--- src/rtl/add_sub_pipe.sv ---
// Two-stage pipelined signed adder/subtractor with valid/ready flow control,
// optional saturation, comparison flags and a saturating overflow event counter.
module add_sub_pipe #(
    parameter int WIDTH = 32,
    parameter int CNT_W = 8
) (
    input  logic             clock,
    input  logic             reset_n,
    input  logic             in_valid,
    output logic             in_ready,
    input  logic [WIDTH-1:0] data_operandA,
    input  logic [WIDTH-1:0] data_operandB,
    input  logic [4:0]       ctrl_ALUopcode,
    input  logic             sat_en,
    output logic             out_valid,
    input  logic             out_ready,
    output logic [WIDTH-1:0] data_result,
    output logic             overflow,
    output logic             isNotEqual,
    output logic             isLessThan,
    output logic [CNT_W-1:0] ovf_count,
    input  logic             ovf_clear
);

    localparam int H = WIDTH / 2;

    logic         adv1;
    logic         adv2;
    logic         s1_valid;
    logic [H-1:0] s1_lo_sum;
    logic         s1_lo_carry;
    logic [H-1:0] s1_a_hi;
    logic [H-1:0] s1_b_hi;
    logic         s1_sub;
    logic         s1_sat;
    logic         s1_neq;

    logic         op_sub;
    logic [H-1:0] b_lo_eff;
    logic [H:0]   lo_sum;

    logic [H-1:0]     b_hi_eff;
    logic [H-1:0]     hi_low_sum;
    logic             carry_into_msb;
    logic             carry_out_msb;
    logic             msb_sum;
    logic             ovf_calc;
    logic [WIDTH-1:0] raw_result;
    logic [WIDTH-1:0] final_result;

    // Stage 2 drains when the consumer takes its result or when it is empty;
    // stage 1 can then always move forward, so an empty stage 1 keeps filling.
    assign adv2     = !out_valid || out_ready;
    assign adv1     = !s1_valid || adv2;
    assign in_ready = adv1;

    // Subtraction is A + ~B + 1: the inversion and carry-in are applied per half.
    assign op_sub   = ctrl_ALUopcode[0];
    assign b_lo_eff = op_sub ? ~data_operandB[H-1:0] : data_operandB[H-1:0];
    assign lo_sum   = {1'b0, data_operandA[H-1:0]} + {1'b0, b_lo_eff} + {{H{1'b0}}, op_sub};

    assign b_hi_eff       = s1_sub ? ~s1_b_hi : s1_b_hi;
    assign hi_low_sum     = {1'b0, s1_a_hi[H-2:0]} + {1'b0, b_hi_eff[H-2:0]} + {{(H-1){1'b0}}, s1_lo_carry};
    assign carry_into_msb = hi_low_sum[H-1];
    assign msb_sum        = s1_a_hi[H-1] ^ b_hi_eff[H-1] ^ carry_into_msb;
    assign carry_out_msb  = (s1_a_hi[H-1] & b_hi_eff[H-1]) |
                            (s1_a_hi[H-1] & carry_into_msb) |
                            (b_hi_eff[H-1] & carry_into_msb);
    assign ovf_calc       = carry_into_msb ^ carry_out_msb;
    assign raw_result     = {msb_sum, hi_low_sum[H-2:0], s1_lo_sum};

    // On overflow the true result has the sign of A, which picks the clamp rail.
    always_comb begin
        final_result = raw_result;
        if (s1_sat && ovf_calc) begin
            final_result = s1_a_hi[H-1] ? {1'b1, {(WIDTH-1){1'b0}}} : {1'b0, {(WIDTH-1){1'b1}}};
        end
    end

    always_ff @(posedge clock or negedge reset_n) begin
        if (!reset_n) begin
            s1_valid    <= 1'b0;
            s1_lo_sum   <= '0;
            s1_lo_carry <= 1'b0;
            s1_a_hi     <= '0;
            s1_b_hi     <= '0;
            s1_sub      <= 1'b0;
            s1_sat      <= 1'b0;
            s1_neq      <= 1'b0;
        end else if (adv1) begin
            s1_valid <= in_valid;
            if (in_valid) begin
                s1_lo_sum   <= lo_sum[H-1:0];
                s1_lo_carry <= lo_sum[H];
                s1_a_hi     <= data_operandA[WIDTH-1:H];
                s1_b_hi     <= data_operandB[WIDTH-1:H];
                s1_sub      <= op_sub;
                s1_sat      <= sat_en;
                s1_neq      <= (data_operandA != data_operandB);
            end
        end
    end

    always_ff @(posedge clock or negedge reset_n) begin
        if (!reset_n) begin
            out_valid   <= 1'b0;
            data_result <= '0;
            overflow    <= 1'b0;
            isNotEqual  <= 1'b0;
            isLessThan  <= 1'b0;
        end else if (adv2) begin
            out_valid <= s1_valid;
            if (s1_valid) begin
                data_result <= final_result;
                overflow    <= ovf_calc;
                isNotEqual  <= s1_neq;
                isLessThan  <= msb_sum ^ ovf_calc;
            end
        end
    end

    // Clear wins over a same-cycle increment; the count sticks at all-ones.
    always_ff @(posedge clock or negedge reset_n) begin
        if (!reset_n) begin
            ovf_count <= '0;
        end else if (ovf_clear) begin
            ovf_count <= '0;
        end else if (out_valid && out_ready && overflow && (ovf_count != {CNT_W{1'b1}})) begin
            ovf_count <= ovf_count + CNT_W'(1);
        end
    end

endmodule

--- config.mk ---
export PLATFORM = sky130hd
export DESIGN_NAME = add_sub_pipe
export DESIGN_NICKNAME = d
export VERILOG_FILES = /design/src/rtl/add_sub_pipe.sv
export SDC_FILE = /design/constraint.sdc
export NUM_CORES = 1
export LEC_CHECK = 0
export CAP_MARGIN = 15
export CORE_MARGIN = 1
export CORE_UTILIZATION = 48
export CTS_CLUSTER_DIAMETER = 120
export CTS_CLUSTER_SIZE = 28
export DETAILED_ROUTE_END_ITERATION = 12
export PLACE_DENSITY = 0.79
export SYNTH_ARGS = -nofsm -noshare
export SYNTH_HDL_FRONTEND = slang
export SYNTH_SLANG_ARGS = --single-unit
--- constraint.sdc ---
create_clock -name clock -period 3 [get_ports clock]
set_input_delay 0.45 -clock clock [delete_from_list [all_inputs] [get_ports clock]]
set_output_delay 0.45 -clock clock [all_outputs]
set_load 0.01 [all_outputs]
==> results.toml, run 1 <==
[synth]
ys_warn_count = 0
synth_area_leaders = "dfrtp_1 (39%), nand2_1 (8.6%), xnor2_1 (6.8%)"
synth_area_um2 = 6150
synth.net_count = 791
yosysTopAreaCell = "dfrtp_1"
yosysUniqueCellTypes = 57
ys_seq_area_frac = 0.394
ys_ff_latch = 97
synth_edf_count = 0
syn_area_per_cell_um2 = 9.02
netlist_instances = 682
async_reset_ff_frac = 1.00
synth_ff_type = "dfrtp_1"
synth_top_area_frac = 0.394

[place]
post-place-ws_ns = -0.303
dp_hpwl_mm = 12.4
placedCellCount = 983
gp_congestion = 0.885
numPortBuffers = 115

[timing]
worst_pin_slew_ns = 0.708
slew_headroom = 0.528
fin_crit_sh = 1.02
maxSlewViolCount = 0
holdWs_ns = 0.140
rsz0062_at_grt = "true"
fin_crit_ns = 3.06
setup_viol = 19
max_freq_ghz = 0.327
hold_viol_final = 0
fin_skew_ns = 0.00963
fin_ws_ns = -0.0592

[detailed_routing]
first_iter_violations = 530
routed_wl_mm = 17.7
ant_nets = 0
wire_per_inst_um = 17.4
drc = 0
vias = 5685
avgViaCountPerCell = 5.59
drt_pass1_iterations = 5

[worst_setup_path]
critPathLaunchType = "register"
worstPathArrival_ns = 3.28
crit_fanout = 8
required_ns = 3.22
worstSetupPathType = "reg2reg"
endpoint_kind = "register"

[clocking]
root_buffer = "clkbuf_16"
cts_tree = "built"
htree_num_levels = 3
insertion_delay_ns = 0.34
cts_buffer_depth = 2
clk_transition_reported_paths_ns = 0.07
clock_sinks = 97
cts_buffers = 9

[grt]
grt_overflow = 0
grt_max_degree = 55
track_usage = 0.256
grt_first_pass_wirelength_mm = 26.4
grt_pass1_vias = 5346
antenna_found_initial = 0

[layout]
drive_gt1_frac = 0.145
syn_to_final_growth_pct = 35.9
final_cells = 1017
fill_cells = 952
antenna_cells = 0
nNetsFinal = 953

[power]
total_power_uw = 5660
leakage_uw = 0.00368
ir_worst_vdd_mv = 0.401
powerDensity_nw_per_um2 = 676

[die]
core_area_um2 = 12300
rows = 40
dieArea_um2 = 13300
die_y_um = 115
ios = 120
initial_utilization = 0.502
die_w_um = 115

[outcome]
failed_checks = "setup timing"
outcome = "finished, violations left"

[min_path]
hold_class = "in2async"

[job]
maxCapViolations = 0
## cell type report
class                   count  area (um^2)  area share
flip-flops and latches     97         2430       0.291
multi-input cells         542         3640       0.435
well taps                 168          210      0.0251
repair buffers            181         1760       0.211
clock buffers              11          233      0.0278
clock inverters             5         40.0     0.00479
inverters                  13         48.8     0.00583
## placed cells by master, fill, tap and decap left out, drive strengths merged, types with 2 or more instances in the layout
cell type      netlist  routed
nand2b               8       8
a311oi               2       2
xor2                42      42
a31oi                7       7
o2111ai              5       5
o21a                 4       4
and2                 4       4
o21ai               49      49
a211o                2       2
and3                 2       2
nor4                 3       3
nor3b                3       3
clkdlybuf4s50        0     113
or4                  3       3
nor2                50      50
nor3                 6       6
a21o                11      11
nand4               10      10
clkbuf              20      14
a21oi               23      23
o32ai                2       2
ha                  31      31
mux2i                2       2
o21bai               3       3
buf                 10      64
a2111oi              2       2
dfrtp               97      97
fa                   3       3
o211ai               4       4
o22ai               25      25
a211oi              12      12
nand3               14      14
inv                 13      14
xnor2               48      48
clkinv               0       4
nand2              141     141
or3                  6       6
a31o                 2       2
## sequential cells by signal, summed over array words and instances, names as in the netlist, 8 cells and up
name / count
data_result: 32
s1_a_hi: 16
s1_b_hi: 16
s1_lo_sum: 16
ovf_count: 8
## cells by family (layout without fill, tap and decap cells)
logic type | count (synthesis) | in the layout | synth area share
compound gates | 163 | 163 | 0.193
xor+xnor | 90 | 90 | 0.128
fa+ha+maj | 34 | 34 | 0.0728
buf+inv | 43 | 210 | 0.0307
flops | 97 | 97 | 0.394
mux | 2 | 2 | 0.00325
simple gates | 253 | 253 | 0.178
## stage by stage
stage / instance area [um^2] / utilization / setup TNS (ns)
global placement: 7780 / 0.635 / -2.78
CTS: 8060 / 0.657 / 0
floorplan: 6160 / - / 0
finish: 8360 / 0.682 / -0.679
detailed placement: 7780 / 0.635 / -4.56
global route: 8360 / 0.682 / -1.70
## worst max-delay path, stage by stage (launching register included)
cell	delay [ns]
dfrtp_4	0.54
buf_6	0.16
xor2_1	0.16
ha_2	0.19
a21o_1	0.21
a221o_1	0.36
a21o_4	0.27
a21o_4	0.20
a211oi_4	0.47
clkbuf_16	0.27
o22ai_2	0.08
## synthesized netlist by cell type (2+ instances only)
master,number
mux2i_1,2
a211oi_1,10
a31o_2,2
buf_6,3
xor2_1,42
o22ai_1,6
o22ai_2,19
and3_1,2
or4_1,3
nor3b_1,3
buf_2,4
a21oi_1,22
o2111ai_1,5
nor4_1,3
nor3_1,6
nand3_1,14
buf_1,3
dfrtp_1,97
clkbuf_1,20
inv_1,13
o32ai_1,2
o211ai_1,4
a211o_1,2
fa_1,3
o21ai_0,49
or3_1,6
o21a_1,4
a31oi_1,7
nor2_1,50
and2_1,3
a311oi_1,2
nand2b_1,8
nand4_1,10
a21o_1,11
nand2_1,141
xnor2_1,48
ha_1,31
o21bai_1,3
## per-layer routing
layer / routed length [um] / GRT usage / part of all wire
met1: 7760 / 0.358 / 0.44
met2: 8620 / 0.415 / 0.49
met4: 333 / 0.0753 / 0.019
met3: 951 / 0.0337 / 0.054
met5: 0 / 0 / 0
## worst paths after layout
| check | startpoint | depth (start not counted) | to | slack [ns] |
|---|---|---|---|---|
| max reg2reg | s1_sub$_DFFE_PN0P_ | 10 | data_result[17]$_DFFE_PN0P_ | -0.06 |
| min | reset_n | 1 | data_result[7]$_DFFE_PN0P_ | 0.14 |
| min in group clock | s1_lo_sum[1]$_DFFE_PN0P_ | 2 | s1_lo_sum[1]$_DFFE_PN0P_ | 0.48 |
| min reg2reg | s1_lo_sum[1]$_DFFE_PN0P_ | 2 | s1_lo_sum[1]$_DFFE_PN0P_ | 0.48 |
| max in group asynchronous | reset_n | 2 | data_result[22]$_DFFE_PN0P_ | 2.19 |
| max | s1_sub$_DFFE_PN0P_ | 10 | data_result[17]$_DFFE_PN0P_ | -0.06 |
## report_power, final
| part | internal, uW | switching (uW) |
|---|---|---|
| sequential | 1630 | 264 |
| clock | 569 | 505 |
| combinational | 1350 | 1330 |
## what timing repair did
action / CTS / global route
endpoints found under the setup margin: 24 / 33
setup buffers: 0 / 14
pin swaps: 0 / 10
gates cloned: 0 / 4
hold buffers: 0 / 0
resized for setup: 1 / 24
Power figures use the tool's default switching activity.
==> run 2, diff against run 1 <==
--- a/config.mk
+++ b/config.mk
@@ -12,6 +12,7 @@
 export CTS_CLUSTER_SIZE = 28
 export DETAILED_ROUTE_END_ITERATION = 12
 export PLACE_DENSITY = 0.79
+export REMOVE_ABC_BUFFERS = 1
 export SYNTH_ARGS = -nofsm -noshare
 export SYNTH_HDL_FRONTEND = slang
 export SYNTH_SLANG_ARGS = --single-unit
==> results.toml, run 2 (synthesis results as in run 1) <==
[power]
powerDensity_nw_per_um2 = 682
leakage_uw = 0.00369
p_seq_frac = 0.329
clkPwrFrac = 0.210
ir_worst_vdd_mv = 0.358
p_sw_uw = 2030
pwr-share-comb = 0.461
switching_share = 0.357
intPower_uw = 3660

[timing]
hold_viol_final = 0
slew_headroom = 0.561
fin_crit_sh = 0.971
setup_viol = 0
holdWs_ns = 0.134
setup-tns-final_ns = 0
fin_skew_ns = 0.0102
max_freq_ghz = 0.343
fin_crit_ns = 2.91
maxSlewViolCount = 0
worst_pin_slew_ns = 0.659

[layout]
fill_cells = 950
nNetsFinal = 957
largest_reg_flops = 32
syn_to_final_growth_pct = 35.8
antenna_cells = 0
mostFrequentLayoutCell = "nand2_1"
multi_input_area_um2 = 3610
top_register = "data_result"
layout.area.seq_um2 = 2430
drive_gt1_frac = 0.144
layout_common_cells = "nand2_1 (140), clkdlybuf4s50_1 (114), dfrtp_1 (96), buf_4 (64), nor2_1 (50)"
final_cells = 1021

[grt]
grt_pass1_vias = 5573
grt_first_pass_wirelength_mm = 27.1
grt_overflow = 0
track_usage = 0.265
grt_max_degree = 51
antenna_found_initial = 0

[detailed_routing]
wire_per_inst_um = 16.8
vias = 5680
drc = 0
routed_wl_mm = 17.1
ant_nets = 0
avgViaCountPerCell = 5.56
drt_pass1_iterations = 7
first_iter_violations = 391

[worst_setup_path]
r2r_setup_slack_ns = 0.09
critPathLaunchType = "register"
r2r_cells = 11
timing.rr.start = "s1_sub$_DFFE_PN0P_"
required_ns = 3.22
r2r-end = "data_result[5]$_DFFE_PN0P_"
worstPathArrival_ns = 3.14
endpoint_kind = "register"
crit_fanout = 8
crit_path_start = "s1_sub$_DFFE_PN0P_"
worstSetupPathType = "reg2reg"

[place]
numPortBuffers = 115
dp_hpwl_mm = 12.9
gp_congestion = 0.929
placedCellCount = 1001

[die]
die_w_um = 115
ios = 120
rows = 40
dieArea_um2 = 13300
core_area_um2 = 12300
initial_utilization = 0.502
die_y_um = 115

[clocking]
cts_buffer_depth = 2
root_buffer = "clkbuf_16"
clock_sinks = 97
hold_buffers = 0
clk_transition_reported_paths_ns = 0.07
cts_tree = "built"
insertion_delay_ns = 0.35
cts_buffers = 9
htree_num_levels = 3

[min_path]
hold_class = "in2async"

[outcome]
outcome = "complete, no violations"

[job]
maxCapViolations = 0
[run 2: cell count changes in the layout (fill, tap and decap cells not counted), moves of 2 or more]
cell and delta:
clkinv_4 -2, ha_2 -2, clkbuf_16 -2, xor2_2 -2, buf_4 +7, ha_1 +2
buf_6 -3, clkbuf_8 +2, xor2_1 +2
[run 2: timing repair]
item	4_1_cts	5_1_grt
setup buffers	0	3
gates resized for setup	1	11
setup endpoints to repair	29	32
pin swaps	0	1
cloned	0	1
[run 2: how the worst max path moves through the flow]
stage                                              to  slack [ns]
after floorplan            data_result[0]$_DFFE_PN0P_       -0.49
after global placement      s1_lo_sum[14]$_DFFE_PN0P_       -0.17
after detailed placement    s1_lo_sum[14]$_DFFE_PN0P_       -0.22
after CTS                 data_result[28]$_DFFE_PN0P_        0.05
after global routing      data_result[30]$_DFFE_PN0P_       -0.07
final                      data_result[5]$_DFFE_PN0P_        0.09
[run 2: worst max-delay path, cell delays in order (launching register included)]
cell	delay, ns
dfrtp_2	0.47
buf_2	0.20
xor2_1	0.17
ha_1	0.19
a21o_1	0.22
a221o_1	0.37
a21o_4	0.27
a21o_4	0.22
a211oi_4	0.27
buf_12	0.16
clkbuf_16	0.16
o22ai_2	0.08
[run 2: cell type report]
cell class | instances | area share
timing repair buffer | 185 | 0.210
clock inverter | 4 | 0.00614
inverter | 13 | 0.00584
multi-input combinational | 542 | 0.432
tap | 168 | 0.0252
sequential | 97 | 0.291
clock buffer | 12 | 0.0307
[run 2: routing by layer]
layer	GRT usage	up-vias	wire length (um)
met2	0.438	194	8220
met1	0.352	2742	7590
met4	0.113	0	477
li1	-	2713	-
met5	0	-	0
met3	0.0332	31	856
[run 2: stage by stage]
stage / util / worst slack [ns] / power [uW] / instance area [um^2]
after floorplan: - / -0.486 / 3250 / 6010
after global placement: 0.646 / -0.171 / 4300 / 7920
after detailed placement: 0.646 / -0.216 / 4400 / 7920
after CTS: 0.671 / 0.0473 / 5600 / 8230
after global routing: 0.681 / -0.0747 / 6030 / 8350
final: 0.681 / 0.0869 / 5700 / 8350
[run 2: power by group through the flow]
stage / registers, uW / clock network [uW] / logic, uW
floorplan: 1930 / 0 / 1320
global placement: 1880 / 0 / 2420
detailed placement: 1890 / 0 / 2510
CTS: 1870 / 1200 / 2530
global route: 1900 / 1270 / 2860
finish: 1870 / 1200 / 2630
